### src/rtl/dmem_ctrl_pkg.sv
// dmem_ctrl_pkg -- shared types for the data-memory port controller.
//   dmem_state_t : controller FSM states (IDLE, BUSY, DONE)
//   dmem_req_t   : request held toward the data cache while an access is in flight
// The struct fields use the package widths. The controller's ADDR_W/DATA_W
// parameters default to these widths and must be kept equal to them.
package dmem_ctrl_pkg;

    localparam int DMEM_ADDR_W = 32;
    localparam int DMEM_DATA_W = 32;

    typedef enum logic [1:0] {
        IDLE,
        BUSY,
        DONE
    } dmem_state_t;

    typedef struct packed {
        logic                     op_write;
        logic [DMEM_ADDR_W-1:0]   addr;
        logic [DMEM_DATA_W/8-1:0] mbe;
        logic [DMEM_DATA_W-1:0]   wdata;
    } dmem_req_t;

endpackage

### src/rtl/dmem_ctrl_sat_counter.sv
// sat_counter -- saturating up-counter used for the dmem performance counters.
//   clk   : clock
//   rst   : synchronous active-low reset, clears count
//   inc   : add one this cycle (ignored once count is all-ones)
//   count : current value, sticks at all-ones
module sat_counter #(
    parameter int W = 32
) (
    input  logic         clk,
    input  logic         rst,
    input  logic         inc,
    output logic [W-1:0] count
);

    always_ff @(posedge clk) begin
        if (!rst) begin
            count <= '0;
        end else if (inc && (count != '1)) begin
            count <= count + W'(1);
        end
    end

endmodule

### src/rtl/dmem_ctrl.sv
// dmem_ctrl -- data-memory port controller between the MEM stage and the data cache.
// Converts MEM's per-cycle request into a request held until the cache responds,
// stalls the pipeline meanwhile, and returns captured read data to MEM.
// A completed access is never re-issued while the pipeline stays frozen (DONE).
// Ports:
//   clk, rst                         clock, synchronous active-low reset
//   req_read/req_write/req_addr/
//   req_mbe/req_wdata                MEM-stage request (sampled in IDLE only)
//   pipe_en                          whole pipeline advances this cycle
//   dmem_read/dmem_write/dmem_address/
//   dmem_byte_enable/dmem_wdata      registered cache request
//   dmem_rdata, dmem_resp            cache read data and one-cycle completion
//   rdata_out                        captured read data to MEM
//   stall                            controller busy
//   perf_loads/perf_stores/
//   perf_stall_cyc                   performance counters
// Build option: define DMEM_PERF_EN to get saturating performance counters;
// otherwise the perf_* ports are tied to zero and no counter flops exist.
module dmem_ctrl
    import dmem_ctrl_pkg::*;
#(
    parameter int ADDR_W = DMEM_ADDR_W,
    parameter int DATA_W = DMEM_DATA_W,
    parameter int PERF_W = 32
) (
    input  logic                clk,
    input  logic                rst,
    input  logic                req_read,
    input  logic                req_write,
    input  logic [ADDR_W-1:0]   req_addr,
    input  logic [DATA_W/8-1:0] req_mbe,
    input  logic [DATA_W-1:0]   req_wdata,
    input  logic                pipe_en,
    output logic                dmem_read,
    output logic                dmem_write,
    output logic [ADDR_W-1:0]   dmem_address,
    output logic [DATA_W/8-1:0] dmem_byte_enable,
    output logic [DATA_W-1:0]   dmem_wdata,
    input  logic [DATA_W-1:0]   dmem_rdata,
    input  logic                dmem_resp,
    output logic [DATA_W-1:0]   rdata_out,
    output logic                stall,
    output logic [PERF_W-1:0]   perf_loads,
    output logic [PERF_W-1:0]   perf_stores,
    output logic [PERF_W-1:0]   perf_stall_cyc
);

    dmem_state_t       state;
    dmem_req_t         req_q;
    logic [DATA_W-1:0] rdata_q;
    logic              rd_q;
    logic              wr_q;

    always_ff @(posedge clk) begin
        if (!rst) begin
            // Dropping the request here abandons any in-flight access.
            state   <= IDLE;
            req_q   <= '0;
            rd_q    <= 1'b0;
            wr_q    <= 1'b0;
            rdata_q <= '0;
        end else begin
            case (state)
                IDLE: begin
                    if (req_read || req_write) begin
                        // Simultaneous read+write is resolved as a write.
                        req_q <= '{op_write: req_write,
                                   addr:     req_addr,
                                   mbe:      req_mbe,
                                   wdata:    req_wdata};
                        rd_q  <= ~req_write;
                        wr_q  <= req_write;
                        state <= BUSY;
                    end
                end
                BUSY: begin
                    if (dmem_resp) begin
                        if (!req_q.op_write) rdata_q <= dmem_rdata;
                        rd_q  <= 1'b0;
                        wr_q  <= 1'b0;
                        state <= DONE;
                    end
                end
                DONE: begin
                    // Wait for the pipeline to move on; otherwise the same
                    // instruction would still be in MEM and get re-issued.
                    if (pipe_en) state <= IDLE;
                end
                default: state <= IDLE;
            endcase
        end
    end

    // Stall starts combinationally in the cycle MEM presents the request so
    // the pipeline never advances past an access that has not been issued.
    always_comb begin
        stall = 1'b0;
        case (state)
            IDLE:    stall = req_read | req_write;
            BUSY:    stall = 1'b1;
            default: stall = 1'b0;
        endcase
    end

    always_ff @(posedge clk) begin
        if (rst && (state == IDLE)) begin
            assert (!(req_read && req_write));
        end
    end

    assign dmem_read        = rd_q;
    assign dmem_write       = wr_q;
    assign dmem_address     = req_q.addr;
    assign dmem_byte_enable = req_q.mbe;
    assign dmem_wdata       = req_q.wdata;
    assign rdata_out        = rdata_q;

`ifdef DMEM_PERF_EN
    logic done_evt;
    assign done_evt = (state == BUSY) && dmem_resp;

    sat_counter #(.W(PERF_W)) u_cnt_loads (
        .clk   (clk),
        .rst   (rst),
        .inc   (done_evt && !req_q.op_write),
        .count (perf_loads)
    );

    sat_counter #(.W(PERF_W)) u_cnt_stores (
        .clk   (clk),
        .rst   (rst),
        .inc   (done_evt && req_q.op_write),
        .count (perf_stores)
    );

    sat_counter #(.W(PERF_W)) u_cnt_stall (
        .clk   (clk),
        .rst   (rst),
        .inc   (stall),
        .count (perf_stall_cyc)
    );
`else
    assign perf_loads     = '0;
    assign perf_stores    = '0;
    assign perf_stall_cyc = '0;
`endif

endmodule

### config.mk
export PLATFORM = sky130hd
export DESIGN_NAME = dmem_ctrl
export DESIGN_NICKNAME = d
export VERILOG_FILES = /design/src/rtl/dmem_ctrl_pkg.sv /design/src/rtl/dmem_ctrl_sat_counter.sv /design/src/rtl/dmem_ctrl.sv
export SDC_FILE = /design/constraint.sdc
export NUM_CORES = 1
export LEC_CHECK = 0
export CORE_MARGIN = 5
export CORE_UTILIZATION = 35
export CTS_BUF_LIST = sky130_fd_sc_hd__clkbuf_2
export DETAILED_ROUTE_END_ITERATION = 8
export PLACE_DENSITY = 0.74
export SYNTH_ARGS = -nofsm -noshare
export SYNTH_HDL_FRONTEND = slang
export SYNTH_SLANG_ARGS = --single-unit
### constraint.sdc
create_clock -name clk -period 1.35 [get_ports clk]
set_input_delay 0.135 -clock clk [delete_from_list [all_inputs] [get_ports clk]]
set_output_delay 0.135 -clock clk [all_outputs]
set_load 0.01 [all_outputs]
==> results of run 1 <==
-- how the worst max path moves through the flow --
stage,endpoint,slack [ns],cells past startpoint
global route,stall,-0.26,2
global placement,stall,-0.26,4
floorplan,dmem_address[0]$_SDFFE_PN0P_,0.14,6
finish,dmem_wdata[13]$_SDFFE_PN0P_,-0.12,8
detailed placement,stall,-0.26,4
CTS,stall,-0.22,3
-- where the power goes --
part | total, mW | internal, mW | switching, mW
logic | 2.40 | 1.33 | 1.07
registers | 3.49 | 3.37 | 0.126
clock network | 1.49 | 0.413 | 1.07
total | 7.38 | 5.11 | 2.27
-- metal layers --
layer	GRT usage	up-vias	wire, microns
li1	-	2391	-
met2	0.304	199	9430
met4	0.0761	0	456
met3	0.0420	36	1180
met5	0	-	0
met1	0.182	2377	6700
-- metrics by stage --
| step | hold WS, ns | cells |
|---|---|---|
| 2_1_floorplan | 0.270 | 743 |
| 3_3_place_gp | 0.440 | 984 |
| 3_5_place_dp | 0.446 | 984 |
| 4_1_cts | 0.000133 | 1105 |
| 5_1_grt | -0.00759 | 1116 |
| 6_report | 0.0667 | 1116 |
-- flip-flops by register name, indices dropped and copies added (netlist names) --
register	count
dmem_read	1
rdata_out	32
state	2
dmem_write	1
req_q	1
dmem_address	32
dmem_byte_enable	4
dmem_wdata	32
-- final cells by class --
class                           instances  area (sq um)
Clock inverter                          6          58.8
Fill cell                            1352          6990
Sequential cell                       105          2230
Antenna cell                            1          2.50
Tap cell                              216           270
Multi-Input combinational cell        422          2440
Timing Repair Buffer                  356          3670
Clock buffer                            9          45.0
Inverter                                1          3.75
-- cell usage in the layout (no fill, tap or decap), types with 12 or more instances in the layout --
master,netlist,layout
nand3_1,68,46
buf_2,15,36
dlygate4sd3_1,0,97
clkdlybuf4s50_1,0,104
conb_1,1,96
buf_4,171,19
a21boi_1,77,91
nand2_1,67,63
o21ai_0,66,62
buf_6,10,74
buf_12,0,12
dfxtp_2,0,104
nand3_2,0,16
-- what timing repair did --
| action | CTS | global route |
|---|---|---|
| setup endpoints to repair | 109 | 168 |
| hold buffers | 97 | 0 |
| pin swaps | 23 | 44 |
| setup buffers | 8 | 5 |
| gates cloned | 1 | 5 |
| resized for setup | 563 | 138 |
| hold endpoints to repair | 101 | 0 |
-- critical path, delay by kind of cell (launching register included) --
family / cells / cell delay, ns
compound gates: 1 / 0.15
buf+inv: 5 / 0.66
flops: 1 / 0.39
simple gates: 2 / 0.22
-- cells by family (layout without fill, tap and decap cells) --
family                 after synthesis  in the layout  synth area share
AO/OA/AOI/OAI                      176            176             0.207
buffers and inverters              216            372             0.286
flip-flops                         105            105             0.380
other                                1             97          0.000678
AND/OR/NAND/NOR                    150            150             0.127
==> results.toml, run 1 <==
[status]
status = "finished, violations left"
violations = "setup timing"

[placement]
place_congestion = 0.717
pre_cts_ws_ns = -0.258
port_buffers = 208
dp_hpwl_microns = 10300
placed_area_sq_mm = 0.00704

[global_routing]
overflow = 0
grt_pass1_vias = 4834
grt_max_degree = 58
antenna_found_initial = 1
grt_use_total = 0.167
grt_pass1_wl_microns = 24500

[yosys]
synthesis.area_sq_mm = 0.00553
synth_edf_count = 0
yosys_warnings = 0
synthDistinctLibCells = 30
synth-seq-cells = 105
async_flop_share = 0
synth_common_cells = "buf_4 (171), dfxtp_1 (105), a21boi_1 (77), nand3_1 (68), nand2_1 (67)"
synthCells = 648
ys_seq_area_frac = 0.380
synth_most_common_cell = "buf_4"
ys_top_cells_by_area = "dfxtp_1 (38%), buf_4 (23%), a21boi_1 (10%), nand3_1 (6.2%), o21ai_0 (6.0%)"
synth_flop_cell = "dfxtp_1"
synth_top_area_share = 0.380
syn_area_per_cell_sq_um = 8.53
yosys.area.top_type = "dfxtp_1"

[setup_path]
worstRegToRegCells = 8
arrival_ns = 2.01
worstSetupPathType = "flip-flop to flip-flop"
worst_path_max_delay_cell = "dfxtp_2"
path_cells = "buf_4, buf_6, nor2_4, buf_12, buf_16, buf_4, nand3_1, a21boi_1"
crit_path_end_kind = "flip-flop"
worst_ep_required_time_ns = 1.89
path_common_cell = "buf_4"
cp-startpoint = "state[0]$_SDFFE_PN0P_"
rr_startpoint = "state[0]$_SDFFE_PN0P_"
slowest_delay_ns = 0.39
worstPathMaxFanout = 8
regToRegSetupSlack_ns = -0.12
r2r-end = "dmem_wdata[13]$_SDFFE_PN0P_"
start_kind = "flip-flop"

[cts]
cts_buffers = 9
clock_latency_ns = 0.59
clkSinkCount = 105
cts-root-buf = "clkbuf_2"
h-tree-depth = 3
path_clk_slew_ns = 0.27
cts_tree = "built"
clk_path_buf_depth = 2

[timing]
slew_viol_final = 0
fin_setup_tns_ns = -2.29
min_period_ns = 1.47
fmax_mhz = 680
skew_ns = 0.0188
finalCritPeriodShare = 1.09
rsz0062_at_grt = "true"
fin_ws_ns = -0.121
hold_viol = 0
finalSetupViolCount = 61

[floorplanning]
die_h_microns = 136
start_util = 0.352
die_x_microns = 136
core_area_sq_mm = 0.0157
ios = 305
rows = 46
die_area_sq_mm = 0.0184

[min_path]
whs_path_depth = 3
hold_path.class = "input pin to flip-flop"
hold_end = "dmem_wdata[11]$_SDFFE_PN0P_"
hold_start = "req_wdata[11]"

[finish]
nets = 1001
fin_area_sq_mm = 0.00872
final_core_util = 0.555
drive_gt1_frac = 0.353
syn_to_final_growth_pct = 57.7

[detailed_routing]
routed_wirelength_microns = 17800
ant_nets = 0
viasPerCell = 4.48
drtIter0Drc = 218
first_pass_iters = 4
vias = 5003
drc_errors = 0
wl_per_cell_microns = 15.9

[power_and_ir_drop]
power_density_mw_per_mm2 = 846
p_leak_nw = 3.67
peakVddDrop_mv = 0.349
power_mw = 7.38

[run]
cap_violations = 0
(Power assumes the default switching activity.)
==> run 2, diff against run 1 <==
- PLACE_DENSITY: 0.74 -> 0.73
==> run 2 against run 1 <==
Effect of this change: highest routed layer unchanged; die area unchanged; the flow still finishes with violations (setup timing); hold slack gained 0.024 ns; non-clock buffer count fell by 7; register-to-register slack got worse by 0.08 ns; clock skew rose by 0.0066 ns; clock power increased by 4%; global-route usage is 0.64 points lower; first-iteration DRC count rose by 19%; power rose by 3.6%; largest power group unchanged; routed wire length grew 7.2%.
==> results.toml, run 2 (synthesized netlist as in run 1, its figures left out) <==
[power_and_ir_drop]
peakVddDrop_mv = 0.439
power_mw = 7.64
p_leak_nw = 3.75
power_density_mw_per_mm2 = 862

[setup_path]
cp-startpoint = "state[0]$_SDFFE_PN0P_"
regToRegSetupSlack_ns = -0.20
worstSetupPathType = "flip-flop to flip-flop"
crit_path_end_kind = "flip-flop"
rr_startpoint = "state[0]$_SDFFE_PN0P_"
r2r-end = "dmem_address[7]$_SDFFE_PN0P_"
worstPathMaxFanout = 5
worstRegToRegCells = 8
worst_ep_required_time_ns = 1.87
slowest_delay_ns = 0.41
path_cells = "buf_4, buf_6, buf_6, nor2_4, buf_12, clkbuf_16, nand3_2, a21boi_1"
worst_path_max_delay_cell = "dfxtp_4"
arrival_ns = 2.06
path_common_cell = "buf_6"
start_kind = "flip-flop"

[timing]
skew_ns = 0.0254
slew_viol_final = 0
fin_ws_ns = -0.197
fmax_mhz = 646
rsz0062_at_grt = "true"
hold_viol = 0
finalCritPeriodShare = 1.15
finalSetupViolCount = 104
min_period_ns = 1.55
finalHoldWorstSlack_ns = 0.0910

[placement]
place_congestion = 0.723
port_buffers = 208
dp_hpwl_microns = 9760
pre_cts_ws_ns = -0.243

[cts]
h-tree-depth = 3
path_clk_slew_ns = 0.28
cts_tree = "built"
clock_latency_ns = 0.59
clk_path_buf_depth = 2
cts_buffers = 9
clkSinkCount = 105
cts-root-buf = "clkbuf_2"

[floorplanning]
core_area_sq_mm = 0.0157
die_h_microns = 136
start_util = 0.352
ios = 305
die_area_sq_mm = 0.0184
rows = 46
die_x_microns = 136

[finish]
nets = 995
layout_common_cells = "clkdlybuf4s50_1 (104), dfxtp_2 (102), conb_1 (96), a21boi_1 (89), dlygate4sd3_1 (87)"
syn_to_final_growth_pct = 60.3
layout_commonest_cell = "clkdlybuf4s50_1"
drive_gt1_frac = 0.409
final.fill_count = 1343

[global_routing]
grtUsageMet2 = 0.284
grtUsageMet1 = 0.190
antenna_found_initial = 1
grt_use_met3 = 0.0301
grt_pass1_wl_microns = 23700
grt_pass1_vias = 4688
grt_use_total = 0.161
top_usage_layer = "met2"
grt_max_degree = 70
overflow = 0

[detailed_routing]
viasPerCell = 4.52
first_pass_iters = 4
vias = 5023
wl_per_cell_microns = 17.1
drtIter0Drc = 259
ant_nets = 0
drc_errors = 0
routed_wirelength_microns = 19000

[status]
violations = "setup timing"
status = "finished, violations left"

[min_path]
whs_path_depth = 3
hold_end = "dmem_wdata[1]$_SDFFE_PN0P_"
hold_start = "req_wdata[1]"
hold_path.class = "input pin to flip-flop"

[run]
cap_violations = 0
-- run 2: layer usage --
layer | up-vias | wire [microns]
li1 | 2391 | -
met1 | 2392 | 7670
met2 | 202 | 9760
met3 | 38 | 1080
met4 | 0 | 525
met5 | - | 0
-- run 2: cell type report --
cell class	count	area (sq um)	share of cell area
diodes	1	2.50	0.000282
clock buffers	10	50.0	0.00565
clock inverters	6	66.3	0.00748
inverters	1	3.75	0.000423
well taps	216	270	0.0305
multi-input cells	423	2630	0.297
repair buffers	349	3600	0.406
flip-flops and latches	105	2240	0.252
-- run 2: timing repair --
action | 4_1_cts | 5_1_grt
gates resized for setup | 528 | 217
gates cloned | 0 | 23
hold buffers | 83 | 4
setup endpoints to repair | 106 | 124
endpoints found under the hold margin | 105 | 4
pin swaps | 2 | 93
buffers inserted | 8 | 7
-- run 2: worst max-delay path: cells and delay by family (launching register included) --
| kind | cells | cell delay, ns |
|---|---|---|
| buffers and inverters | 5 | 0.68 |
| DFF | 1 | 0.41 |
| and+or+nand+nor | 2 | 0.26 |
| AOI/OAI and AO/OA | 1 | 0.14 |
-- run 2: worst max-delay path by stage --
stage | to | cells past startpoint
after global placement | stall | 4
after floorplan | dmem_address[0]$_SDFFE_PN0P_ | 6
after global routing | dmem_address[16]$_SDFFE_PN0P_ | 8
final | dmem_address[7]$_SDFFE_PN0P_ | 8
after detailed placement | dmem_wdata[31]$_SDFFE_PN0P_ | 6
after CTS | stall | 3
-- run 2: where the power goes --
group          switching (mW)  internal [mW]  total, mW  leakage (nW)
Clock                    1.11          0.446       1.55        0.0719
Sequential              0.121           3.37       3.49         0.903
Combinational            1.20           1.40       2.60          2.78
Total                    2.43           5.22       7.64          3.75
-- run 2: stage by stage --
step / TNS [ns] / instance area [sq um] / utilization / std cells
4_1_cts: -0.717 / 7560 / 0.481 / 1076
2_1_floorplan: 0 / 5890 / - / 743
3_3_place_gp: -13.49 / 6930 / 0.441 / 969
6_report: -12.85 / 8860 / 0.564 / 1111
5_1_grt: -17.64 / 8860 / 0.564 / 1111
3_5_place_dp: -15.39 / 6930 / 0.441 / 969
